`src/rtl/audio_rx.sv`:
```
`timescale 1ns / 1ps
// I2S ADC receiver: captures DATA_WIDTH-bit left/right pairs from a codec whose bit clock is asynchronous to clk.
// Defining AUDIO_RX_PEAK_EN adds a peak-magnitude meter (peak_clr / peak_level).
module audio_rx #(
    parameter int DATA_WIDTH = 16
) (
    input  logic                  clk,
    input  logic                  rst_n,
    input  logic                  bclk,
    input  logic                  adclrc,
    input  logic                  adcdat,
    output logic [DATA_WIDTH-1:0] left_data,
    output logic [DATA_WIDTH-1:0] right_data,
    output logic                  data_valid,
    input  logic                  data_ack,
    output logic                  frame_err,
`ifdef AUDIO_RX_PEAK_EN
    input  logic                  peak_clr,
    output logic [DATA_WIDTH-2:0] peak_level,
`endif
    output logic                  overrun
);

    // state   | meaning
    // ST_IDLE | out of reset, no previous adclrc sample to compare against
    // ST_HUNT | waiting for an adclrc transition to find a slot boundary
    // ST_RUN  | locked to slot boundaries, counting and shifting bits
    typedef enum logic [1:0] {
        ST_IDLE,
        ST_HUNT,
        ST_RUN
    } state_t;

    localparam int CW = $clog2(DATA_WIDTH + 2);
    localparam logic [CW-1:0] CNT_ONE  = CW'(1);
    localparam logic [CW-1:0] CNT_LAST = CW'(DATA_WIDTH);
    localparam logic [CW-1:0] CNT_SAT  = CW'(DATA_WIDTH + 1);

    logic [1:0]            bclk_sync;
    logic [1:0]            lrc_sync;
    logic [1:0]            dat_sync;
    logic                  bclk_prev;
    logic                  bclk_rise;
    logic                  lrc;
    logic                  dat;

    state_t                state;
    logic                  lrc_prev;
    logic [CW-1:0]         cnt;
    logic [CW-1:0]         cnt_inc;
    logic [DATA_WIDTH-2:0] shift_q;
    logic [DATA_WIDTH-1:0] word;
    logic [DATA_WIDTH-1:0] left_hold;
    logic                  left_seen;

    logic                  lrc_change;
    logic                  word_done;
    logic                  slot_short;
    logic                  pair_done;

    always_ff @(posedge clk or negedge rst_n) begin
        if (!rst_n) begin
            bclk_sync <= '0;
            lrc_sync  <= '0;
            dat_sync  <= '0;
            bclk_prev <= 1'b0;
        end else begin
            bclk_sync <= {bclk_sync[0], bclk};
            lrc_sync  <= {lrc_sync[0], adclrc};
            dat_sync  <= {dat_sync[0], adcdat};
            bclk_prev <= bclk_sync[1];
        end
    end

    assign bclk_rise = bclk_sync[1] & ~bclk_prev;
    assign lrc       = lrc_sync[1];
    assign dat       = dat_sync[1];

    always_comb begin
        cnt_inc    = (cnt == CNT_SAT) ? cnt : cnt + CNT_ONE;
        word       = {shift_q, dat};
        lrc_change = (lrc != lrc_prev);
        word_done  = bclk_rise && (state == ST_RUN) && !lrc_change && (cnt_inc == CNT_LAST);
        slot_short = bclk_rise && (state == ST_RUN) && lrc_change
                     && (cnt != '0) && (cnt < CNT_LAST);
        pair_done  = word_done && lrc && left_seen;
    end

    // Slot framing: the edge where adclrc flips is the I2S delay bit and carries no data.
    always_ff @(posedge clk or negedge rst_n) begin
        if (!rst_n) begin
            state     <= ST_IDLE;
            lrc_prev  <= 1'b0;
            cnt       <= '0;
            shift_q   <= '0;
            left_hold <= '0;
            left_seen <= 1'b0;
            frame_err <= 1'b0;
        end else begin
            frame_err <= slot_short;
            if (bclk_rise) begin
                lrc_prev <= lrc;
                case (state)
                    ST_IDLE: state <= ST_HUNT;
                    ST_HUNT: begin
                        if (lrc_change) begin
                            state     <= ST_RUN;
                            cnt       <= '0;
                            left_seen <= 1'b0;
                        end
                    end
                    ST_RUN: begin
                        if (lrc_change) begin
                            cnt <= '0;
                            if (slot_short)
                                left_seen <= 1'b0;
                        end else begin
                            cnt <= cnt_inc;
                            if (cnt_inc <= CNT_LAST)
                                shift_q <= word[DATA_WIDTH-2:0];
                            if (word_done) begin
                                if (!lrc) begin
                                    left_hold <= word;
                                    left_seen <= 1'b1;
                                end else begin
                                    left_seen <= 1'b0;
                                end
                            end
                        end
                    end
                    default: state <= ST_IDLE;
                endcase
            end
        end
    end

    // A pair landing in the same cycle as data_ack counts as consumed, not overrun.
    always_ff @(posedge clk or negedge rst_n) begin
        if (!rst_n) begin
            left_data  <= '0;
            right_data <= '0;
            data_valid <= 1'b0;
            overrun    <= 1'b0;
        end else begin
            if (pair_done) begin
                left_data  <= left_hold;
                right_data <= word;
                data_valid <= 1'b1;
                if (data_valid && !data_ack)
                    overrun <= 1'b1;
            end else if (data_ack) begin
                data_valid <= 1'b0;
            end
        end
    end

`ifdef AUDIO_RX_PEAK_EN
    localparam logic [DATA_WIDTH-2:0] MAG_ONE = 1;

    function automatic logic [DATA_WIDTH-2:0] abs_mag(input logic [DATA_WIDTH-1:0] s);
        logic [DATA_WIDTH-2:0] mag;
        if (!s[DATA_WIDTH-1])
            mag = s[DATA_WIDTH-2:0];
        else if (s[DATA_WIDTH-2:0] == '0)
            mag = '1;
        else
            mag = ~s[DATA_WIDTH-2:0] + MAG_ONE;
        return mag;
    endfunction

    logic [DATA_WIDTH-2:0] mag_l;
    logic [DATA_WIDTH-2:0] mag_r;
    logic [DATA_WIDTH-2:0] mag_pair;

    always_comb begin
        mag_l    = abs_mag(left_hold);
        mag_r    = abs_mag(word);
        mag_pair = (mag_l > mag_r) ? mag_l : mag_r;
    end

    always_ff @(posedge clk or negedge rst_n) begin
        if (!rst_n) begin
            peak_level <= '0;
        end else if (pair_done) begin
            if (peak_clr || (mag_pair > peak_level))
                peak_level <= mag_pair;
        end else if (peak_clr) begin
            peak_level <= '0;
        end
    end
`endif

endmodule

```
`config.mk`:
```
export PLATFORM = sky130hd
export DESIGN_NAME = audio_rx
export DESIGN_NICKNAME = d
export VERILOG_FILES = /design/src/rtl/audio_rx.sv
export SDC_FILE = /design/constraint.sdc
export NUM_CORES = 1
export LEC_CHECK = 0
export CAP_MARGIN = 15
export CORE_UTILIZATION = 55
export CTS_CLUSTER_SIZE = 28
export DETAILED_ROUTE_END_ITERATION = 12
export PLACE_DENSITY_LB_ADDON = 0.08
export SLEW_MARGIN = 40
export SYNTH_ARGS = -nofsm -noshare
export SYNTH_HDL_FRONTEND = slang
export SYNTH_SLANG_ARGS = --single-unit
```
`constraint.sdc`:
```
create_clock -name clk -period 4.5 [get_ports clk]
set_input_delay 0.9 -clock clk [delete_from_list [all_inputs] [get_ports clk]]
set_output_delay 0.9 -clock clk [all_outputs]
set_load 0.01 [all_outputs]
```
== Yosys cells after proc, flatten, opt, wreduce, memory -nomap -nowiden ==
Index checks and enable logic that the tools add are counted.

* Word-level logic and storage cells: 66
* Register bits after elaboration: 82

* Bitwise gates (word level): 5
* Reduce and logical (&&, ||, !) cells: 21
* Magnitude comparators: 2
* $add $sub $neg: 1
* Equal/unequal tests: 8
* Mux-type cells: 14

{| class="wikitable"
|+ Operators by type and width
! operator !! count
|-
| $mux 5 || 3
|-
| $eq 5x5->1 const B || 2
|-
| $pmux 5 s2 || 1
|-
| $reduce_and 5->1 || 2
|-
| $logic_and 1x1->1 || 9
|-
| $mux 1 || 7
|-
| $ne 3x3->1 const B || 2
|-
| $pmux 2 s3 || 1
|-
| $reduce_and 3->1 || 2
|-
| $add 5x1->5 const B || 1
|-
| $le 5x5->1 const B || 1
|-
| $lt 5x5->1 const B || 1
|-
| $reduce_bool 5->1 || 1
|-
| $not 1->1 || 4
|-
| $reduce_and 4->1 || 1
|-
| $reduce_bool 2->1 || 2
|-
| $eq 2x1->1 const B || 1
|-
| $eq 2x2->1 const B || 1
|-
| $logic_not 1->1 || 2
|-
| $logic_not 2->1 || 1
|-
| $mux 2 || 1
|-
| $ne 2x2->1 const B || 1
|-
| $pmux 1 s2 || 1
|-
| $reduce_and 2->1 || 1
|-
| other kinds (2) || 2
|}

== Logic depth before layout (Yosys ltp) ==
* Depth in word-level cells: 9
* Depth in mapped cells: 9
* Gate-level depth less buffers: 8

== Worst setup path after synthesis ==
OpenSTA, ideal clock, no wires.

* Kind: register -> register
* Start point: register cnt[1]
* End point: register left_hold[10]
* Setup slack: 2123 ps
* Required time: 4375 ps
* Data arrival time: 2252 ps
* Library setup time: 125 ps
* Stages on the path, launching flop included: 10
* Path through: dfrtp_1 inv_1 ha_1 nand2_1 nor3_2 mux2i_1 nand2b_1 nor3_4 buf_6 mux2_2

* Longest elaborated chain between the ends: 5
* Elaborated cells between the ends (all ways): 6
* Those cells by class: 1 x add/sub; 2 x eq/ne; 1 x mux; 2 x reduce/logical

{| class="wikitable"
|+ Ends and longest elaborated chain
! what !! RTL line !! source
|-
| from (decl) || 49 || <nowiki>logic [CW-1:0] cnt;</nowiki>
|-
| from (signal assigned) || 118 || <nowiki>cnt <= cnt_inc;</nowiki>
|-
| $add 5x1->5 or $eq 5x5->1 (tied branches) || 80 || <nowiki>cnt_inc = (cnt == CNT_SAT) ? cnt : cnt + CNT_ONE;</nowiki>
|-
| $mux 5 * || 80 ||
|-
| $eq 5x5->1 * || 83 || <nowiki>word_done = bclk_rise && (state == ST_RUN) && !lrc_change && (cnt_inc == CNT_LAST);</nowiki>
|-
| $logic_and 1x1->1 * || 83 ||
|-
| $reduce_and 5->1 (no line) * || -- ||
|-
| to (signal assigned) || 123 || <nowiki>left_hold <= word;</nowiki>
|-
| to (decl) || 53 || <nowiki>logic [DATA_WIDTH-1:0] left_hold;</nowiki>
|}

Mark *: on every way between the ends. The rest lies on a longest branch, timed or not.
A chain may end at the register's enable or synchronous reset.

== Final worst setup path ==
* Start point: register cnt[1]
* End point: register left_hold[8]

The elaborated chain is that of the path after synthesis.

==> summary.md <==
| Metric | Value |
|---|---|
| Post-CTS Setup Inserts | 0 |
| Final setup viols | 0 |
| Routed via count | between 1500 and 2000 |
| H-Tree Depth | 3 |
| Worst min path class | reg2reg |
| Gpl congestion | 0.806 |
| Initial Util | 0.582 |
| Global-route wire length before repair | between 9 and 10 mm |
| Internal cell power | about 1.1 mW |
| Mapped Area | about 3300 µm² |
| Hpwl dp | 3.46 mm |
| Max-cap viol count | 0 |
| Post-CTS Hold Fix Bufs | 0 |
| Rows | 27 |
| Critical path class | reg2reg |
| Hold Vio Cnt, Final | 0 |
| Clock Skews | ~0.0086 ns |
| Total CTS buffers | 9 |
| Switch share | 0.250 |
| Share of layout cells above drive strength 1 | 0.221 |
| Reg2Reg Launch Point | cnt[1] |
| Tcrit/Tclk final | 0.625 |
| Post-Layout Cell Count | roughly 350 |
| Clock transition at path regs | roughly 0.08 ns |
| Die X | 79.1 µm |
| CP Max Fanout | 9 |
| Max Buffers Root-to-Sink | 2 |
| Mapped Nets | ~230 |
| DIE AREA | 6250 µm² |
| Filler instances | a little over 400 |
| DR WL/cell | 15.6 µm |
| Synth-to-layout area growth | 21.8% |
| FF+latch area | 2050 µm² |
| Hold_ws | 0.358 ns |
| Tmin final | 2.81 ns |
| Hold Path Sink | dat_sync[1] |
| FF-to-FF End | left_hold[8] |
| CTS-repair resized insts | 0 |
| Power Dens Cells | 385 nW/µm² |
| Skew-Pair Late Insertion Delay | about 0.35 ns |
| Final Max Slew Viols | 0 |
| DRC viols | 0 |
| IO Pins | 41 |
| Die outline height | 79.1 µm |
| Starting DRT DRC Count | 70 |
| Element type at the critical path start | flip-flop |
| Initial antenna violation count | 0 |
| Vias/cell | 5.43 |
| Worst setup margin | 1.69 ns |
| Hold path startpoint | dat_sync[0] |
| Final #Nets | 281 |
| Proportion of power drawn by the clock network | 0.391 |
| TritonCTS clock tree | done |
| Slew headroom | 0.521 |
| Max Freq | 356 MHz |
| Syn Inst Count | ~220 |
| Worst Path Arrival | 3.05 ns |
| WP data required | between 4 and 5 ns |
| Crit path capture type | flip-flop |
| Post-synth EDFFs | 0 |
| TritonCTS sink count | 82 |
| Comb power frac | 0.085 |
| Vias in the first global route | 1815 |
| Worst reg2reg setup slack | around 1.7 ns |
| Post-synth ARST share | 1.00 |
| Total wire length | 5.44 mm |
| Placeable Area | ~5600 µm² |
| Dpl ws | 1.69 ns |
| Syn avg cell area | 14.7 µm² |
| Total grt overflow | 0 |
| Footprint of the multi-input gates | 1150 µm² |
| Tot GR Track Use | 0.197 |
| Status | complete, no violations |
| Largest net degree at the start of global routing | 83 |
| R2R depth | 9 |
| Sequential fraction of the synthesis area | 0.628 |
| VDD IR max | 0.000260 V |
| Sequential share of power | 0.524 |
| Finished Core Util | 0.709 |
| Ys Warns | 0 |
| Setup TNS | 0 ns |
| Ys flop type | dfrtp_1 |
| Final ANT Viol Nets | 0 |
| Leakage | ~2.0 nW |
| Router iterations before antenna repair | 4 |
| Port Buffers | 40 |
| Slew @ Worst Pin | between 0.7 and 0.8 ns |
| Psw | roughly 0.38 mW |
| Placed insts | 332 |
| Root Buffer | clkbuf_8 |
| RSZ-0062 raised after global routing | false |
| Yosys reg bits | 82 |
| # diodes | 0 |
| Yosys cell types | 32 |
| Hold depth | 0 |
-- power groups by stage --
stage | Combinational, mW | Sequential (mW) | Clock, mW
after global routing | 0.149 | 0.806 | 0.637
after detailed placement | 0.130 | 0.815 | 0
after global placement | 0.127 | 0.813 | 0
after CTS | 0.132 | 0.800 | 0.610
after floorplan | 0.0930 | 0.806 | 0
final | 0.130 | 0.802 | 0.598
-- cell families after synthesis --
logic type,after synthesis,synth area share
fa+ha+maj,4,0.0153
buf+inv,11,0.0195
xor+xnor,2,0.00536
flops,82,0.628
mux,65,0.223
simple gates,40,0.0736
compound gates,18,0.0345
-- worst max-delay path, stage by stage, from the launching register on --
cell,delay (ns)
dfrtp_1,0.46
inv_1,0.11
ha_1,0.14
nand2_1,0.09
nor3_2,0.27
mux2i_1,0.32
nand2b_1,0.20
nor3_4,0.53
buf_6,0.23
mux2_2,0.35
-- metrics by stage --
stage	total power, mW	area (µm²)
floorplan	0.899	3270
global placement	0.940	3720
detailed placement	0.945	3750
CTS	1.54	3980
global route	1.59	3980
finish	1.53	3980
-- placed cells by master (no fill, tap or decap), drive strengths merged, types with 2 or more instances in the layout --
| cell | n |
|---|---|
| nand4b | 2 |
| ha | 4 |
| nor2 | 4 |
| buf | 5 |
| mux2 | 63 |
| inv | 6 |
| bufinv | 2 |
| dfrtp | 82 |
| o21ai | 11 |
| nand4 | 2 |
| nor2b | 3 |
| nand3 | 2 |
| xor2 | 2 |
| nand2b | 5 |
| a21oi | 3 |
| clkbuf | 11 |
| nand2 | 13 |
| mux2i | 2 |
| or3 | 2 |
| clkdlybuf4s50 | 39 |
| nor3 | 5 |
-- synth_stat cells, types with 3 or more instances --
cell       n  area [µm²]
buf_4      4        30.0
a21oi_1    3        15.0
nor2_1     4        15.0
inv_1      5        18.8
ha_1       4        50.1
mux2_1    29         327
o21ai_0    9        45.0
nand2_1   13        48.8
dfrtp_1   82        2050
nand2b_1   4        25.0
nor2b_1    3        18.8
mux2_2    34         383
-- worst max-delay path by stage --
stage               slack, ns             end    from  cells after the start
detailed placement       1.69    left_hold[8]  cnt[1]                      9
global placement         1.42  right_data[11]  cnt[1]                      9
global route             1.48    left_hold[8]  cnt[1]                      9
floorplan                2.12   left_hold[10]  cnt[1]                      9
CTS                      1.69    left_hold[8]  cnt[1]                      9
finish                   1.69    left_hold[8]  cnt[1]                      9
-- final cells by class --
| type | instances | area share |
|---|---|---|
| Multi-Input combinational cell | 129 | 0.289 |
| Inverter | 5 | 0.00472 |
| Timing Repair Buffer | 44 | 0.110 |
| Tap cell | 72 | 0.0227 |
| Clock buffer | 11 | 0.0356 |
| Sequential cell | 82 | 0.516 |
| Clock inverter | 5 | 0.0214 |
-- registers in the layout, summed over array words and instances (netlist names) --
signal and count:
cnt 5, state 2, right_data 16, lrc_sync 2
bclk_prev 1, data_valid 1, bclk_sync 2, frame_err 1
shift_q 15, lrc_prev 1, left_seen 1, overrun 1
left_data 16, dat_sync 2, left_hold 16
-- routing by layer --
metal | vias to the layer above | global-route usage | wire length, µm
li1 | 875 | - | -
met1 | 962 | 0.280 | 2610
met2 | 48 | 0.279 | 2490
met3 | 6 | 0.0678 | 279
met4 | 0 | 0.0764 | 60
met5 | - | 0 | 0
Note: power is estimated with default switching activity, not from simulation.
